===== src/rtl/ir_nec_rx.sv =====
// rtl/ir_nec_rx.sv - NEC infrared frame receiver with glitch filter and repeat-code window
// Decodes leader, 32 data bits and stop mark from a filtered IR demodulator line.
module ir_nec_rx #(
  parameter int UNIT_CYCLES      = 56000,
  parameter int ACTIVE_LOW       = 1,
  parameter int GLITCH_CYCLES    = 8,
  parameter int EXTENDED         = 0,
  parameter int REPEAT_WIN_UNITS = 200
) (
  input  logic        clk,
  input  logic        rst,
  input  logic        rcv,
  output logic [31:0] burst,
  output logic [15:0] addr,
  output logic [7:0]  cmd,
  output logic        ready,
  output logic        rpt,
  output logic        err
);

  localparam int LEN_MAX_C = 20 * UNIT_CYCLES;
  localparam int LEN_W     = $clog2(LEN_MAX_C + 1);
  localparam int GW        = $clog2(GLITCH_CYCLES + 1);
  localparam int UW        = $clog2(UNIT_CYCLES + 1);
  localparam int WW        = $clog2(REPEAT_WIN_UNITS + 1);

  typedef logic [LEN_W-1:0] len_t;

  localparam len_t SHORT_MIN = len_t'((3 * UNIT_CYCLES) / 4);
  localparam len_t SHORT_MAX = len_t'((5 * UNIT_CYCLES) / 4);
  localparam len_t ONE_MIN   = len_t'((9 * UNIT_CYCLES) / 4);
  localparam len_t ONE_MAX   = len_t'((15 * UNIT_CYCLES) / 4);
  localparam len_t RPT_MIN   = len_t'(3 * UNIT_CYCLES);
  localparam len_t RPT_MAX   = len_t'(5 * UNIT_CYCLES);
  localparam len_t HDR_MIN   = len_t'(6 * UNIT_CYCLES);
  localparam len_t HDR_MAX   = len_t'(10 * UNIT_CYCLES);
  localparam len_t LEAD_MIN  = len_t'(12 * UNIT_CYCLES);
  localparam len_t LEN_MAX   = len_t'(LEN_MAX_C);
  localparam len_t BIT_TMO   = len_t'(5 * UNIT_CYCLES);

  localparam logic IDLE_LVL = (ACTIVE_LOW != 0);
  localparam logic EXT      = (EXTENDED != 0);

  localparam logic [2:0] S_IDLE       = 3'd0;
  localparam logic [2:0] S_LEAD_MARK  = 3'd1;
  localparam logic [2:0] S_LEAD_SPACE = 3'd2;
  localparam logic [2:0] S_BIT_MARK   = 3'd3;
  localparam logic [2:0] S_BIT_SPACE  = 3'd4;
  localparam logic [2:0] S_STOP_MARK  = 3'd5;
  localparam logic [2:0] S_RPT_STOP   = 3'd6;

  logic [1:0]    sync_q, sync_d;
  logic          filt_q, filt_d;
  logic [GW-1:0] gcnt_q, gcnt_d;
  len_t          len_q, len_d;
  logic [2:0]    state_q, state_d;
  logic [31:0]   sr_q, sr_d;
  logic [5:0]    bcnt_q, bcnt_d;
  logic [31:0]   burst_q, burst_d;
  logic [15:0]   addr_q, addr_d;
  logic [7:0]    cmd_q, cmd_d;
  logic          ready_q, ready_d, rpt_q, rpt_d, err_q, err_d;
  logic [WW-1:0] win_q, win_d;
  logic [UW-1:0] ucnt_q, ucnt_d;

  logic mark_s, flip, mark_start, mark_end;
  logic is_short, is_one, is_rpt, is_hdr, is_lead, frame_ok;

  // Filtered level is 1 during a carrier mark regardless of line polarity.
  always_comb begin
    sync_d = {sync_q[0], rcv};
    mark_s = sync_q[1] ^ IDLE_LVL;
    flip   = 1'b0;
    filt_d = filt_q;
    gcnt_d = '0;
    if (mark_s != filt_q) begin
      if (gcnt_q == GW'(GLITCH_CYCLES - 1)) begin
        flip   = 1'b1;
        filt_d = mark_s;
      end else begin
        gcnt_d = gcnt_q + GW'(1);
      end
    end
    mark_start = flip & ~filt_q;
    mark_end   = flip & filt_q;
    if (flip)                len_d = '0;
    else if (len_q == LEN_MAX) len_d = len_q;
    else                     len_d = len_q + len_t'(1);
  end

  always_comb begin
    is_short = (len_q >= SHORT_MIN) && (len_q <= SHORT_MAX);
    is_one   = (len_q >= ONE_MIN)   && (len_q <= ONE_MAX);
    is_rpt   = (len_q >= RPT_MIN)   && (len_q <= RPT_MAX);
    is_hdr   = (len_q >= HDR_MIN)   && (len_q <= HDR_MAX);
    is_lead  = (len_q >= LEAD_MIN)  && (len_q <= LEN_MAX);
    frame_ok = (sr_q[31:24] == ~sr_q[23:16]) && (EXT || (sr_q[15:8] == ~sr_q[7:0]));

    state_d = state_q;
    sr_d    = sr_q;
    bcnt_d  = bcnt_q;
    burst_d = burst_q;
    addr_d  = addr_q;
    cmd_d   = cmd_q;
    ready_d = 1'b0;
    rpt_d   = 1'b0;
    err_d   = 1'b0;

    case (state_q)
      S_IDLE: if (mark_start) state_d = S_LEAD_MARK;
      S_LEAD_MARK: if (mark_end) begin
        if (is_lead) state_d = S_LEAD_SPACE;
        else begin err_d = 1'b1; state_d = S_IDLE; end
      end
      S_LEAD_SPACE: if (mark_start) begin
        if (is_hdr) begin
          state_d = S_BIT_MARK;
          bcnt_d  = '0;
        end else if (is_rpt) state_d = S_RPT_STOP;
        else begin err_d = 1'b1; state_d = S_IDLE; end
      end
      S_BIT_MARK: if (mark_end) begin
        if (is_short) state_d = S_BIT_SPACE;
        else begin err_d = 1'b1; state_d = S_IDLE; end
      end
      S_BIT_SPACE: begin
        // First bit received ends up in sr_q[0] after 32 right shifts.
        if (mark_start) begin
          if (is_short || is_one) begin
            sr_d    = {is_one, sr_q[31:1]};
            bcnt_d  = bcnt_q + 6'd1;
            state_d = (bcnt_q == 6'd31) ? S_STOP_MARK : S_BIT_MARK;
          end else begin
            err_d = 1'b1; state_d = S_IDLE;
          end
        end else if (len_q >= BIT_TMO) begin
          err_d = 1'b1; state_d = S_IDLE;
        end
      end
      S_STOP_MARK: if (mark_end) begin
        if (is_short && frame_ok) begin
          ready_d = 1'b1;
          burst_d = sr_q;
          addr_d  = EXT ? sr_q[15:0] : {8'h00, sr_q[7:0]};
          cmd_d   = sr_q[23:16];
        end else err_d = 1'b1;
        state_d = S_IDLE;
      end
      S_RPT_STOP: if (mark_end) begin
        rpt_d   = is_short && (win_q != '0);
        state_d = S_IDLE;
      end
      default: state_d = S_IDLE;
    endcase
  end

  // Repeat window counts down in whole units once opened by a ready or rpt.
  always_comb begin
    win_d  = win_q;
    ucnt_d = ucnt_q;
    if (ready_d || rpt_d) begin
      win_d  = WW'(REPEAT_WIN_UNITS);
      ucnt_d = '0;
    end else if (win_q != '0) begin
      if (ucnt_q == UW'(UNIT_CYCLES - 1)) begin
        ucnt_d = '0;
        win_d  = win_q - WW'(1);
      end else begin
        ucnt_d = ucnt_q + UW'(1);
      end
    end
  end

  always_ff @(posedge clk or negedge rst) begin
    if (!rst) begin
      sync_q  <= {2{IDLE_LVL}};
      filt_q  <= 1'b0;
      gcnt_q  <= '0;
      len_q   <= '0;
      state_q <= S_IDLE;
      sr_q    <= '0;
      bcnt_q  <= '0;
      burst_q <= '0;
      addr_q  <= '0;
      cmd_q   <= '0;
      ready_q <= 1'b0;
      rpt_q   <= 1'b0;
      err_q   <= 1'b0;
      win_q   <= '0;
      ucnt_q  <= '0;
    end else begin
      sync_q  <= sync_d;
      filt_q  <= filt_d;
      gcnt_q  <= gcnt_d;
      len_q   <= len_d;
      state_q <= state_d;
      sr_q    <= sr_d;
      bcnt_q  <= bcnt_d;
      burst_q <= burst_d;
      addr_q  <= addr_d;
      cmd_q   <= cmd_d;
      ready_q <= ready_d;
      rpt_q   <= rpt_d;
      err_q   <= err_d;
      win_q   <= win_d;
      ucnt_q  <= ucnt_d;
    end
  end

  assign burst = burst_q;
  assign addr  = addr_q;
  assign cmd   = cmd_q;
  assign ready = ready_q;
  assign rpt   = rpt_q;
  assign err   = err_q;

endmodule


===== config.mk =====
export PLATFORM = sky130hd
export DESIGN_NAME = ir_nec_rx
export DESIGN_NICKNAME = d
export VERILOG_FILES = /design/src/rtl/ir_nec_rx.sv
export SDC_FILE = /design/constraint.sdc
export NUM_CORES = 1
export LEC_CHECK = 0
export ABC_AREA = 1
export CORE_ASPECT_RATIO = 0.7
export CORE_MARGIN = 1
export CORE_UTILIZATION = 53
export CTS_CLUSTER_DIAMETER = 60
export CTS_CLUSTER_SIZE = 40
export DETAILED_ROUTE_END_ITERATION = 12
export PLACE_DENSITY = 0.83
export SYNTH_ARGS = -nofsm -noshare
export SYNTH_HDL_FRONTEND = slang
export SYNTH_SLANG_ARGS = --single-unit

===== constraint.sdc =====
create_clock -name clk -period 2.35 [get_ports clk]
set_input_delay 0.705 -clock clk [delete_from_list [all_inputs] [get_ports clk]]
set_output_delay 0.705 -clock clk [all_outputs]
set_load 0.02 [all_outputs]

# After elaboration in Yosys (flattened, before gate mapping)
# Cells that the tools add are included.
# word_totals
out_inout_bits,59
inputBits,3
register_bits,144
wordCells,131
# classes
muxes,49
addsub,5
magnitude_cmp,11
n_eq_ne,23
n_bitwise,6
n_reduce_logical,22
# op_table
cell,count
$mux W16,3
$ge A21 B19 Y1 const B,2
$mux W21,2
$mux W3,12
$mux W6,4
$mux W8,3
$add A21 B1 Y21 const B,1
$eq A21 B21 Y1 const B,1
$ge A21 B16 Y1 const B,1
$ge A21 B17 Y1 const B,1
$ge A21 B18 Y1 const B,1
$ge A21 B20 Y1 const B,1
$le A21 B17 Y1 const B,1
$le A21 B18 Y1 const B,1
$le A21 B19 Y1 const B,1
$le A21 B20 Y1 const B,1
$le A21 B21 Y1 const B,1
$mux W1,19
$pmux W3 S6,1
$add A16 B1 Y16 const B,1
$eq A16 B16 Y1 const B,1
$eq A8 B8 Y1,2
$ne A2 B2 Y1 const B,8
$not A8 Y8,2
27 further kinds,45

# Depth between registers and ports, before layout
# Gate-level depths: netlist (run 1).
# depth
word_depth,10
ltp_mapped,15
mapped_depth_nobuf,14

# Worst setup path after synthesis (run 1)
# OpenSTA, ideal clock, no wires.
# synth_timing
path_type,flip-flop to flip-flop
startpoint,register gcnt_q[0]
endpoint,register ucnt_q[11]
slack_ns,0.390
stages_incl_launch_ff,14
arrival_ns,1.831
required_time_ns,2.220
path_buffers,1
cell_sequence,dfrtp_1 -> ha_1 -> nand2_1 -> inv_1 -> nand2_1 -> nor2_4 -> nand2_2 -> nor2_2 -> nand3_2 -> o21ai_4 -> buf_4 -> nand3_1 -> nand2_1 -> nor2_1
# synth_via
elab_chain_cells,8
# synth_rtl
item,line_no,text
"start, declared",54,"logic [GW-1:0] gcnt_q, gcnt_d;"
"start signal, assigned",194,gcnt_q <= gcnt_d;
$eq A4 B3 Y1 (*),77,if (gcnt_q == GW'(GLITCH_CYCLES - 1)) begin
$mux W1 (*),77,
$mux W1 (*),76,if (mark_s != filt_q) begin
$and A1 B1 Y1 (*),85,mark_end = flip & filt_q;
$mux W1 (on tied branches),"140, 149",
$mux W1,109,case (state_q)
$logic_or A1 B1 Y1 (*),161,if (ready_d || rpt_d) begin
$mux W16 or $reduce_bool A2 Y1 (tied branches),n/a,
"end signal, assigned",206,ucnt_q <= ucnt_d;
"end, declared",64,"logic [UW-1:0] ucnt_q, ucnt_d;"
# Every way passes the cells marked *; elsewhere a longest branch is shown, timed or not.
# A chain may end at the register's enable or synchronous reset.

# Worst setup path in the final report (run 1)
# layout_timing
startpoint,register len_q[13]
endpoint,register sr_q[19]
# layout_via
elab_chain_cells,4
# layout_rtl
item,line_no,text
"start, declared",55,"len_t len_q, len_d;"
"start signal, assigned",195,len_q <= len_d;
"$ge A21 B16 Y1, or another cell as far along",92,is_short = (len_q >= SHORT_MIN) && (len_q <= SHORT_MAX);
$logic_and A1 B1 Y1 (on tied branches),"92, 93",
$logic_or A1 B1 Y1 (*),129,if (is_short || is_one) begin
$reduce_and A3 Y1 (no source line) (*),n/a,
"end signal, assigned",197,sr_q <= sr_d;
"end, declared",57,"logic [31:0] sr_q, sr_d;"
# Marks and branches as above.

==> flow_summary.json, run 1 <==
{
  "start_util_pct": 54.68,
  "synth_cell_types": 48,
  "worstPathCellList": "nand2_1 > nor3_1 > buf_4 > nand4_1 > nand2_1 > nand2_1 > nand2_2 > nand2_2 > buf_12 > o21ai_0",
  "synth_area_leaders": "dfrtp_1 44%, nand2_1 14%, o21ai_0 6.1%",
  "clock_path_buffers": 2,
  "clock_latency_ns": 0.42,
  "final_cell_mix": "273 x nand2_1, 123 x dfrtp_1, 107 x inv_1, 103 x nor2_1, 86 x o21ai_0",
  "ys_ff_latch": 128,
  "drt-initial-drc-count": 637,
  "ioPinCount": 62,
  "layout.nets": 1068,
  "slowest_delay_ns": 0.52,
  "ys_warn_count": 0,
  "antenna_found_initial": 0,
  "synthToLayoutAreaGrowth_pct": 20.78,
  "h-tree-depth": 4,
  "synth_top_area_share_pct": 43.60,
  "drc": 0,
  "finalCriticalPeriod_ns": 2.251,
  "worstSetupPathType": "reg -> reg",
  "clk_pin_slew_worst_paths_ns": 0.06,
  "setup-tns-final_ns": 0,
  "setup_ws_ns": 0.09944,
  "cp_common_cell": "nand2_1",
  "synthCells": 990,
  "grt_max_degree": 65,
  "hold_slack_ns": 0.1521,
  "critical_path.top_delay_family": "simple AND/OR/NAND/NOR gates",
  "critPathLaunchType": "flop",
  "final_common_cell": "nand2_1",
  "setup_viol": 0,
  "critPathBufInv": 2,
  "die_w_um": 141.6,
  "critPathCaptureType": "flop",
  "vias_per_cell": 5.409,
  "post_dp_cell_area_um2": 8009,
  "synth_area_um2": 7232,
  "crit_arrival_ns": 2.58,
  "grt_pass1_vias": 6099,
  "seq_area_frac_synth_pct": 44.33,
  "place_congestion": 0.9523,
  "synth_edf_count": 0,
  "worstPathMaxFanout": 32,
  "n_fill_cell": 1092,
  "post-route-util_pct": 66.05,
  "post-place-ws_ns": 0.03376,
  "critical-path-slowest-cell": "dfrtp_1",
  "grt_overflow": 0,
  "dieArea_um2": 14120,
  "slew_headroom_pct": 53.15,
  "cts_root_buffer": "clkbuf_16",
  "synthAdderAreaFrac_pct": 1.211,
  "antenna_cells": 0,
  "power_density_nw_per_um2": 655.9,
  "ff2ff_setup_slack_ns": 0.1,
  "drive_gt1_share_pct": 11.02,
  "yosysTopAreaCell": "dfrtp_1",
  "routed_wl_um": 18470,
  "slew_violations": 0,
  "required_ns": 2.68,
  "dr_total_vias": 6794,
  "hold_viol_final": 0,
  "dp.cells": 1220,
  "synth_compound_area_share_pct": 11.64,
  "layoutNonFillerInstCount": 1256,
  "grt_pass1_wl_um": 30150,
  "drv_cap": 0,
  "synth-simple-area-share_pct": 31.25,
  "ant_nets": 0,
  "multi_input_comb_area_um2": 3373,
  "wl_per_cell_um": 14.70,
  "vdd_drop_max_mv": 0.5606,
  "synth_top_family_by_area": "simple AND/OR/NAND/NOR gates",
  "power_mw": 5.729,
  "synth_mux_area_share_pct": 0,
  "status": "completed",
  "synthArstFlopShare_pct": 100.0,
  "rows": 35,
  "hold_path_class": "in -> async",
  "regArea_um2": 3209,
  "clock_sinks": 128,
  "track_usage_pct": 27.43,
  "hpwl_um": 13290,
  "port_buffers": 53,
  "cts_tree": "done",
  "fin_area_um2": 8735,
  "numCtsBuffers": 17,
  "dr.pass1.iters": 6,
  "skew_ns": 0.01118,
  "finalCritPeriodShare_pct": 95.77,
  "tightest_slew_ns": 0.6973,
  "synth-xor-area-share_pct": 1.194,
  "ctsHoldBuffers": 0,
  "max_clock_freq_ghz": 0.4443,
  "leakagePower_nw": 4.039,
  "fp.dieH_um": 99.73,
  "syn_avg_cell_area_um2": 7.305,
  "ys.flop_type": "dfrtp_1",
  "coreArea_um2": 13230
}
-- worst paths after layout --
kind	endpoint	start	cells past startpoint
min in group clk	sync_q[1]	sync_q[0]	0
setup reg to reg	sr_q[19]	len_q[13]	10
max in group asynchronous	sync_q[0]	rst	2
hold reg to reg	sync_q[1]	sync_q[0]	0
hold / removal	burst[8]	rst	1
setup / recovery	sr_q[19]	len_q[13]	10
-- flip-flops by register name, indices dropped and copies added, names as in the netlist, 2 cells and up --
register	count
win_q	8
state_q	3
len_q	21
burst	32
bcnt_q	6
sr_q	32
gcnt_q	4
ucnt_q	16
sync_q	2
-- kinds of logic (layout without fill, tap and decap cells) --
logic type               after synthesis  in the layout
buffers and inverters                163            237
other                                  1              8
AO/OA/AOI/OAI                        152            152
XOR/XNOR                               9              9
AND/OR/NAND/NOR                      530            530
adder cells (fa/ha/maj)                7              7
flip-flops                           128            128
-- report_power, final --
group	internal (mW)	switching (mW)	total, mW
Combinational	0.196	0.355	0.552
Sequential	2.31	0.145	2.45
Clock	1.63	1.10	2.72
Total	4.13	1.60	5.73
-- cell type report --
class                      instances  share of cell area, %
clock buffer                      18                  5.028
tap                              185                  2.650
timing repair buffer              92                  10.17
inverter                         113                  4.870
sequential                       128                  36.74
multi-input combinational        706                  38.62
clock inverter                    14                  1.919
-- repair_timing --
action | CTS | global route
gates cloned | 0 | 1
pin swaps | 1 | 2
setup endpoints to repair | 1 | 84
endpoints found under the hold margin | 0 | 0
buffers inserted | 0 | 3
resized for setup | 0 | 24
-- synthesized netlist by cell type (3+ instances only) --
| cell type | count |
|---|---|
| a31oi_1 | 4 |
| ha_1 | 7 |
| dfrtp_1 | 126 |
| nor2_2 | 7 |
| buf_4 | 28 |
| a21oi_1 | 37 |
| o21ai_0 | 88 |
| o21ai_1 | 5 |
| nand3_1 | 67 |
| inv_1 | 109 |
| nor2_1 | 111 |
| nand2_1 | 273 |
| o21a_1 | 3 |
| nand2_2 | 5 |
| nor3_1 | 32 |
| nand4_1 | 20 |
| inv_2 | 3 |
| xnor2_1 | 3 |
| clkbuf_1 | 4 |
| nor4_1 | 3 |
| buf_2 | 17 |
| xor2_1 | 5 |
-- per-layer routing --
layer  vias up  track usage (%)  part of all wire (%)
met1      3159            40.93                    48
li1       3322                -                     -
met5         -                0                     0
met3        34            7.463                   9.0
met2       279            38.95                    42
met4         0            7.527                   1.6
Note: power is estimated with default switching activity, not from simulation.
==> run 2: changes to the inputs <==
--- a/config.mk
+++ b/config.mk
@@ -8,11 +8,11 @@
 export ABC_AREA = 1
 export CORE_ASPECT_RATIO = 0.7
 export CORE_MARGIN = 1
-export CORE_UTILIZATION = 53
+export CORE_UTILIZATION = 46
 export CTS_CLUSTER_DIAMETER = 60
 export CTS_CLUSTER_SIZE = 40
 export DETAILED_ROUTE_END_ITERATION = 12
-export PLACE_DENSITY = 0.83
+export PLACE_DENSITY = 0.75
 export SYNTH_ARGS = -nofsm -noshare
 export SYNTH_HDL_FRONTEND = slang
 export SYNTH_SLANG_ARGS = --single-unit
==> run 2 against run 1 <==
Against the previous run:
- sequential share of layout area decreased by 0.065 points
- clock skew increased by 0.00081 ns
- register-to-register slack improved by 0.08 ns
- worst setup slack improved by 0.076 ns
- largest cell class unchanged
- largest power group unchanged
- highest routed layer unchanged
==> flow_summary.json, run 2 (synthesis results as in run 1) <==
{
  "critPathLaunchType": "flop",
  "dr_total_vias": 6634,
  "final_common_cell": "nand2_1",
  "drv_cap": 0,
  "setup_viol": 0,
  "finalCriticalPeriod_ns": 2.174,
  "clock_latency_ns": 0.42,
  "dr.pass1.iters": 6,
  "clk_pin_slew_worst_paths_ns": 0.06,
  "drive_gt1_share_pct": 9.879,
  "rows": 37,
  "final_cell_mix": "273 x nand2_1, 125 x dfrtp_1, 109 x nor2_1, 108 x inv_1, 87 x o21ai_0",
  "grt_max_degree": 46,
  "slew_headroom_pct": 52.15,
  "ff2ff_setup_slack_ns": 0.18,
  "wl_per_cell_um": 14.63,
  "antenna_found_initial": 0,
  "crit_arrival_ns": 2.53,
  "dieArea_um2": 16240,
  "setup-tns-final_ns": 0,
  "critPathCaptureType": "flop",
  "cts_tree": "done",
  "drt-initial-drc-count": 583,
  "coreArea_um2": 15000,
  "h-tree-depth": 4,
  "worstPathMaxFanout": 14,
  "synthToLayoutAreaGrowth_pct": 20.90,
  "die_w_um": 151.9,
  "grt_overflow": 0,
  "max_clock_freq_ghz": 0.4599,
  "port_buffers": 53,
  "start_util_pct": 48.21,
  "routed_wl_um": 18550,
  "vdd_drop_max_mv": 0.4259,
  "layout.nets": 1070,
  "ioPinCount": 62,
  "power_density_nw_per_um2": 668.1,
  "leakagePower_nw": 4.078,
  "required_ns": 2.71,
  "track_usage_pct": 24.13,
  "setup_ws_ns": 0.1757,
  "drc": 0,
  "antenna_cells": 0,
  "finalCritPeriodShare_pct": 92.53,
  "numCtsBuffers": 17,
  "post-place-ws_ns": 0.04051,
  "worstSetupPathType": "reg -> reg",
  "status": "completed",
  "r2r-end": "ucnt_q[7]",
  "cts_root_buffer": "clkbuf_16",
  "worstRegToRegCells": 12,
  "fp.dieH_um": 106.9,
  "clock_path_buffers": 2,
  "hold_path_class": "in -> async",
  "slew_violations": 0,
  "tightest_slew_ns": 0.7102,
  "ant_nets": 0,
  "vias_per_cell": 5.232,
  "place_congestion": 0.9790,
  "rr_startpoint": "len_q[19]",
  "skew_ns": 0.01199,
  "hpwl_um": 13820,
  "clock_sinks": 128,
  "grt_pass1_vias": 6162,
  "hold_viol_final": 0,
  "grt_pass1_wl_um": 31280
}
==> run 2: area by class of cell <==
type / instances / area, um^2
multi-input combinational: 706 / 3331
tap: 195 / 244.0
sequential: 128 / 3207
fill: 1338 / 6256
clock inverter: 12 / 178.9
timing repair buffer: 94 / 910.9
clock buffer: 20 / 446.7
inverter: 113 / 425.4
==> run 2: timing repair <==
item	4_1_cts	5_1_grt
endpoints found under the hold margin	0	0
endpoints found under the setup margin	0	67
gates resized for setup	0	9
buffers inserted	0	5
hold buffers	0	0
==> run 2: per-layer routing <==
metal | routed length (um) | track usage, % | vias up
met3 | 1435 | 6.306 | 17
met1 | 9296 | 36.53 | 3062
met4 | 153 | 5.214 | 0
met2 | 7666 | 34.19 | 239
li1 | - | - | 3316
met5 | 0 | 0 | -
==> run 2: critical path, stage by stage (launching register included) <==
cell     delay, ns
dfrtp_1       0.46
nor2_1        0.19
nand2_1       0.09
nor2_1        0.19
nand4_2       0.18
nand2_2       0.15
nand2_4       0.09
o21ai_4       0.26
buf_12        0.17
nand2_1       0.07
o21ai_0       0.15
nand2_1       0.07
inv_1         0.05
==> run 2: worst max path at each step <==
stage                    from         end  slack [ns]  depth (start not counted)
global route        gcnt_q[0]  state_q[2]      -0.006                         13
detailed placement  gcnt_q[0]    win_q[0]        0.04                         13
CTS                 gcnt_q[0]    win_q[0]        0.02                         13
global placement    gcnt_q[0]    win_q[0]        0.08                         13
finish              len_q[19]   ucnt_q[7]        0.18                         12
floorplan           gcnt_q[0]  ucnt_q[11]        0.39                         13
==> run 2: metrics by stage <==
step	util, %	total power [mW]	hold WS (ns)	instance area, um^2	instances
2_1_floorplan	-	2.823	0.3452	7258	997
5_1_grt	58.29	6.066	0.2630	8743	1268
3_3_place_gp	53.70	3.008	0.3641	8054	1231
6_report	58.29	5.842	0.2347	8743	1268
3_5_place_dp	53.70	3.026	0.3604	8054	1231
4_1_cts	57.87	5.863	0.2487	8680	1263
==> run 2: power by group <==
group	leakage (nW)	internal [mW]	switching, mW
registers	1.76	2.31	0.129
clock network	0.297	1.81	1.04
logic	2.02	0.198	0.362
